--- src/rtl/alu_cu_pkg.sv ---
// Shared definitions for the ALU sequencing control unit:
// opcodes, instruction field positions, FSM states and flag indices.
package alu_cu_pkg;

  localparam logic [5:0] OP_NOP = 6'b000000;
  localparam logic [5:0] OP_LDI = 6'b000001;
  localparam logic [5:0] OP_ADD = 6'b010000;
  localparam logic [5:0] OP_SUB = 6'b010001;
  localparam logic [5:0] OP_EQ  = 6'b100000;

  localparam int OP_HI  = 31;
  localparam int OP_LO  = 26;
  localparam int RD_LO  = 22;
  localparam int RS1_LO = 18;
  localparam int RS2_LO = 14;
  localparam int UC_BIT = 13;
  localparam int IMM_HI = 17;
  localparam int IMM_W  = IMM_HI + 1;

  localparam int FLAG_C = 2;
  localparam int FLAG_Z = 1;
  localparam int FLAG_N = 0;

  typedef enum logic [1:0] {
    ST_IDLE,
    ST_DECODE,
    ST_EXEC,
    ST_WB
  } state_e;

  function automatic logic op_legal(input logic [5:0] op);
    return (op == OP_NOP) || (op == OP_LDI) || (op == OP_ADD) ||
           (op == OP_SUB) || (op == OP_EQ);
  endfunction

  function automatic logic op_writes(input logic [5:0] op);
    return (op == OP_LDI) || (op == OP_ADD) ||
           (op == OP_SUB) || (op == OP_EQ);
  endfunction

endpackage

--- src/rtl/cu_reg_file.sv ---
// Register file: two read ports, a debug read port, one write port.
// Entry 0 reads as zero and ignores writes.
module cu_reg_file
  import alu_cu_pkg::*;
#(
  parameter int NREGS = 16
) (
  input  logic                     clk,
  input  logic                     rst_n,
  input  logic [$clog2(NREGS)-1:0] ra_addr_i,
  output logic [31:0]              ra_data_o,
  input  logic [$clog2(NREGS)-1:0] rb_addr_i,
  output logic [31:0]              rb_data_o,
  input  logic [$clog2(NREGS)-1:0] dbg_addr_i,
  output logic [31:0]              dbg_data_o,
  input  logic                     we_i,
  input  logic [$clog2(NREGS)-1:0] waddr_i,
  input  logic [31:0]              wdata_i
);

  logic [31:0] mem_q [NREGS];

  always_ff @(posedge clk or negedge rst_n) begin
    if (!rst_n) begin
      for (int i = 0; i < NREGS; i++) begin
        mem_q[i] <= '0;
      end
    end else if (we_i && (waddr_i != '0)) begin
      mem_q[waddr_i] <= wdata_i;
    end
  end

  assign ra_data_o  = (ra_addr_i == '0) ? '0 : mem_q[ra_addr_i];
  assign rb_data_o  = (rb_addr_i == '0) ? '0 : mem_q[rb_addr_i];
  assign dbg_data_o = (dbg_addr_i == '0) ? '0 : mem_q[dbg_addr_i];

endmodule

--- src/rtl/alu_ctrl_unit.sv ---
// Four-phase issue sequencer in front of an external ALU.
// Define CU_CARRY_CHAIN_EN to feed the C flag into ADD/SUB carry-in.
module alu_ctrl_unit
  import alu_cu_pkg::*;
#(
  parameter int NREGS = 16
) (
  input  logic                     clk,
  input  logic                     rst_n,
  input  logic                     instr_valid,
  output logic                     instr_ready,
  input  logic [31:0]              instr,
  output logic [31:0]              alu_a,
  output logic [31:0]              alu_b,
  output logic [5:0]               alu_op,
  output logic                     alu_cin,
  input  logic [31:0]              alu_ans,
  input  logic                     alu_cout,
  input  logic                     alu_z,
  input  logic                     alu_n,
  output logic [2:0]               flags,
  output logic                     done,
  output logic                     illegal,
  input  logic [$clog2(NREGS)-1:0] dbg_addr,
  output logic [31:0]              dbg_data
);

  localparam int AW = $clog2(NREGS);

  state_e      state_q;
  logic [31:0] instr_q;

  logic [5:0]    op;
  logic [AW-1:0] rd;
  logic [AW-1:0] rs1;
  logic [AW-1:0] rs2;
  logic [31:0]   rs1_data;
  logic [31:0]   rs2_data;
  logic          we;
  logic [31:0]   wdata;
  logic          cin_d;

  assign op  = instr_q[OP_HI:OP_LO];
  assign rd  = instr_q[RD_LO +: AW];
  assign rs1 = instr_q[RS1_LO +: AW];
  assign rs2 = instr_q[RS2_LO +: AW];

  assign instr_ready = (state_q == ST_IDLE);

  assign we    = (state_q == ST_WB) && op_writes(op);
  assign wdata = (op == OP_LDI)
               ? {{(32-IMM_W){1'b0}}, instr_q[IMM_HI:0]}
               : alu_ans;

`ifdef CU_CARRY_CHAIN_EN
  assign cin_d = ((op == OP_ADD) || (op == OP_SUB)) &&
                 instr_q[UC_BIT] && flags[FLAG_C];
`else
  assign cin_d = 1'b0;
`endif

  cu_reg_file #(
    .NREGS(NREGS)
  ) u_rf (
    .clk       (clk),
    .rst_n     (rst_n),
    .ra_addr_i (rs1),
    .ra_data_o (rs1_data),
    .rb_addr_i (rs2),
    .rb_data_o (rs2_data),
    .dbg_addr_i(dbg_addr),
    .dbg_data_o(dbg_data),
    .we_i      (we),
    .waddr_i   (rd),
    .wdata_i   (wdata)
  );

  always_ff @(posedge clk or negedge rst_n) begin
    if (!rst_n) begin
      state_q <= ST_IDLE;
      instr_q <= '0;
      alu_a   <= '0;
      alu_b   <= '0;
      alu_op  <= '0;
      alu_cin <= 1'b0;
      flags   <= '0;
      done    <= 1'b0;
      illegal <= 1'b0;
    end else begin
      done    <= 1'b0;
      illegal <= 1'b0;
      unique case (state_q)
        ST_IDLE: begin
          if (instr_valid) begin
            instr_q <= instr;
            // Flag the reject on entry so the pulse lands in DECODE.
            illegal <= !op_legal(instr[OP_HI:OP_LO]);
            state_q <= ST_DECODE;
          end
        end
        ST_DECODE: begin
          if (!op_legal(op)) begin
            state_q <= ST_IDLE;
          end else begin
            alu_a   <= rs1_data;
            alu_b   <= rs2_data;
            alu_op  <= op;
            alu_cin <= cin_d;
            state_q <= ST_EXEC;
          end
        end
        ST_EXEC: begin
          done    <= 1'b1;
          state_q <= ST_WB;
        end
        ST_WB: begin
          unique case (1'b1)
            (op == OP_ADD) || (op == OP_SUB): begin
              flags <= {alu_cout, alu_z, alu_n};
            end
            (op == OP_EQ): begin
              flags[FLAG_Z] <= alu_z;
              flags[FLAG_N] <= alu_n;
            end
            default: ;
          endcase
          state_q <= ST_IDLE;
        end
        default: state_q <= ST_IDLE;
      endcase
    end
  end

endmodule

--- config.mk ---
export PLATFORM = sky130hd
export DESIGN_NAME = alu_ctrl_unit
export DESIGN_NICKNAME = d
export VERILOG_FILES = /design/src/rtl/alu_cu_pkg.sv /design/src/rtl/cu_reg_file.sv /design/src/rtl/alu_ctrl_unit.sv
export SDC_FILE = /design/constraint.sdc
export NUM_CORES = 1
export LEC_CHECK = 0
export CELL_PAD_IN_SITES_DETAIL_PLACEMENT = 0
export CELL_PAD_IN_SITES_GLOBAL_PLACEMENT = 1
export CORE_ASPECT_RATIO = 1.75
export CORE_MARGIN = 5
export CORE_UTILIZATION = 45
export DETAILED_ROUTE_END_ITERATION = 10
export MAX_ROUTING_LAYER = met4
export PLACE_DENSITY_LB_ADDON = 0.1
export SLEW_MARGIN = 20
export SYNTH_ARGS = -nofsm -noshare
export SYNTH_HDL_FRONTEND = slang
export SYNTH_HIERARCHICAL = 1
export SYNTH_SLANG_ARGS = --single-unit
export TNS_END_PERCENT = 1
--- constraint.sdc ---
create_clock -name clk -period 2.53 [get_ports clk]
set_input_delay 0.506 -clock clk [delete_from_list [all_inputs] [get_ports clk]]
set_output_delay 0.506 -clock clk [all_outputs]
set_load 0.005 [all_outputs]
==> metrics.txt <==
status finished, violations left; failing checks negative setup slack; maximum fanout along the worst path 8; pin count of the biggest net entering global routing 70; GRT Util Overall 28.2%; share of cells above drive strength 1 48.9%; register share of total power 33.5%; worst path required time 2.02 ns; Iter 0 DRT Violations 1577; Mapped Nets 2544; crit path setup slack, layout -0.149 ns; hold crit path type in -> async; final setup fails 15; Initial Utilization 45.2%; clock-pin slew on the worst setup and hold paths 0.06 ns; TritonCTS clock tree done; commonest non-fill, non-tap cell in the layout dfrtp_1; count of different cell masters after synthesis 41; CP startpoint kind input pin; grt ovf 0; register area share after synthesis 43.4%; endpoints failing hold 0; row cnt 133; vias in the first global route 26100; CTS max path bufs 3; Pins Over Slew Limit 0; f_max 373 MHz; Leak 0.0190 uW; Logic pwr share 41.1%; critical path capture point type output port; Port Buffers 181; critical setup path kind in -> out; TNS Setup -0.579 ns; # H-tree levels 2; Area Overhead vs Synth 23.8%; Internal 22500 uW; # IOs 183; crit path time final 2.68 ns; Setup WS pre-CTS -1.26 ns; initial antenna violation count 1; ys async rst share 100%; worst path arrival time 2.17 ns; Die W 218 um; Avg Synthesized Cell Area 13.7 um^2; slowest stage cell, crit path a2111oi_2; total CTS buffers 58; core footprint 0.0751 mm^2; Post-Synthesis Cells 2470; Max-Cap Viols 0; Worst Skew 0.0224 ns; NetSw 12800 uW; Vias 24100; Via density 6.28; Worst Hold Margin 0.417 ns; warnings from Yosys 6; DRC errors left 0; Post-synth EDFFs 0; Routed Antenna Nets 0; RePlAce Congestion 0.867; HPWL after detailed placement 74300 um; cells along the critical path buf_16 > buf_16 > buf_4 > buf_12 > mux2i_2 > nor2_1 > a2111oi_2 > buf_4 > nor2_2 > buf_2; Clock Power Share 25.3%; root buffer cell clkbuf_16; largest stage delay on the critical path 0.43 ns; Max VDD drop 0.800 mV; commonest non-fill, non-tap cells in the layout dfrtp_1 (583), mux2_2 (555), mux2i_1 (266), buf_4 (208), mux4_2 (199); Worst-Margin Slew 1.11 ns; WL/cell 29.6 um; unrepaired setup endpoints after global routing true; Slew Limit Headroom 25.8%; total routed wirelength 113000 um; final worst-path cycle share 106%; Yosys reg bits 589; ratio of total power to cell area 840 mW/mm^2; clock sink count 589; Synth Cell Area 0.0339 mm^2; die height 373 um; DR pass1 iterations 5; total die area 0.0812 mm^2; switching share of power 36.4%; dominant synthesized flop cell dfrtp_1; Final nets 2853; clock latency on the worst-skew pair 0.64 ns; global-route wire length before repair 169000 um
-- power groups by stage --
stage | logic [uW] | registers (uW) | clock network (uW)
floorplan | 8210 | 11500 | 0
global placement | 14000 | 11900 | 0
detailed placement | 14100 | 12000 | 0
CTS | 14400 | 11800 | 9180
global route | 15100 | 12000 | 9480
finish | 14500 | 11800 | 8940
-- sequential cells by signal, indices dropped and copies added (netlist names), named ones only --
name / cells
alu_a: 32
alu_b: 32
alu_op: 6
done: 1
flags: 3
illegal: 1
instr_q: 32
state_q: 1
u_rf/mem_q: 480
-- area by class of cell --
class / instances / area, um^2
Timing Repair Buffer: 498 / 5390
Multi-Input combinational cell: 1632 / 18600
Antenna cell: 1 / 2.50
Fill cell: 6205 / 33000
Clock inverter: 20 / 193
Sequential cell: 589 / 14800
Tap cell: 1012 / 1270
Clock buffer: 86 / 1750
-- critical path: cells and delay by family --
kind / cells / cell delay, ns
compound gates: 1 / 0.43
buf+inv: 6 / 0.86
mux: 1 / 0.23
simple gates: 2 / 0.12
-- per-stage QoR --
stage               utilization [%]  power (uW)  cells  instance area (um^2)
floorplan                         -       19700   2470                 33900
global placement               51.4       26000   3643                 38600
detailed placement             51.4       26100   3643                 38600
CTS                            55.7       35400   3824                 41800
global route                   56.0       36600   3838                 42000
finish                         56.0       35300   3838                 42000
-- synthesized netlist by cell type (2+ instances only) --
cell type	count	area share, %
nor2_1	131	1.4
clkbuf_1	84	0.93
mux2_1	11	0.37
and2_1	15	0.28
a221o_1	31	0.91
dfrtp_1	589	43
mux4_2	199	13
nand2_1	11	0.12
mux2_4	66	2.9
buf_4	17	0.38
buf_1	13	0.14
a22oi_1	31	0.69
o22ai_1	118	2.2
a21oi_1	70	1.0
o31a_1	2	0.052
nor3_1	3	0.044
nand3_1	2	0.030
buf_6	15	0.50
nor2b_1	8	0.15
mux2_2	555	18
or3_1	3	0.055
nand3b_1	4	0.089
a2111oi_0	59	1.5
buf_12	6	0.35
nand2b_1	9	0.17
mux2i_1	284	8.4
a211oi_1	3	0.066
nor3b_2	2	0.074
buf_2	113	1.7
nor3b_1	5	0.11
-- kinds of logic after synthesis --
group / Yosys count / share of synthesized area, %
DFF: 589 / 43.4
buffers and inverters: 249 / 4.01
other: 1 / 0.0111
muxes: 1115 / 43.3
AOI/OAI and AO/OA: 318 / 6.53
and+or+nand+nor: 198 / 2.71
-- repair_timing --
action | CTS | global route
buffers inserted | 72 | 16
setup endpoints to repair | 38 | 67
pin swaps | 40 | 26
hold buffers | 1 | 0
hold endpoints to repair | 43 | 0
cloned | 4 | 0
gates resized for setup | 234 | 60
-- layer usage --
layer	track usage (%)	vias up	wire length (um)
li1	-	10200	-
met1	33.5	12700	42900
met2	48.2	915	58800
met3	3.88	325	6010
met4	11.8	0	5810
met5	-	-	0
-- worst paths after layout --
kind / start / end / slack (ns) / depth (start not counted)
setup / recovery: dbg_addr[1] / dbg_data[14] / -0.15 / 10
setup reg to reg: instr_q[21] / alu_a[28] / 0.04 / 7
hold reg to reg: state_q[0] / state_q[0] / 0.49 / 1
min in group clk: instr[7] / instr_q[7] / 0.48 / 2
max in group asynchronous: rst_n / u_rf/mem_q[401] / 1.19 / 3
hold / removal: rst_n / alu_a[24] / 0.42 / 2
No activity file was read; power rests on OpenSTA's default activity.
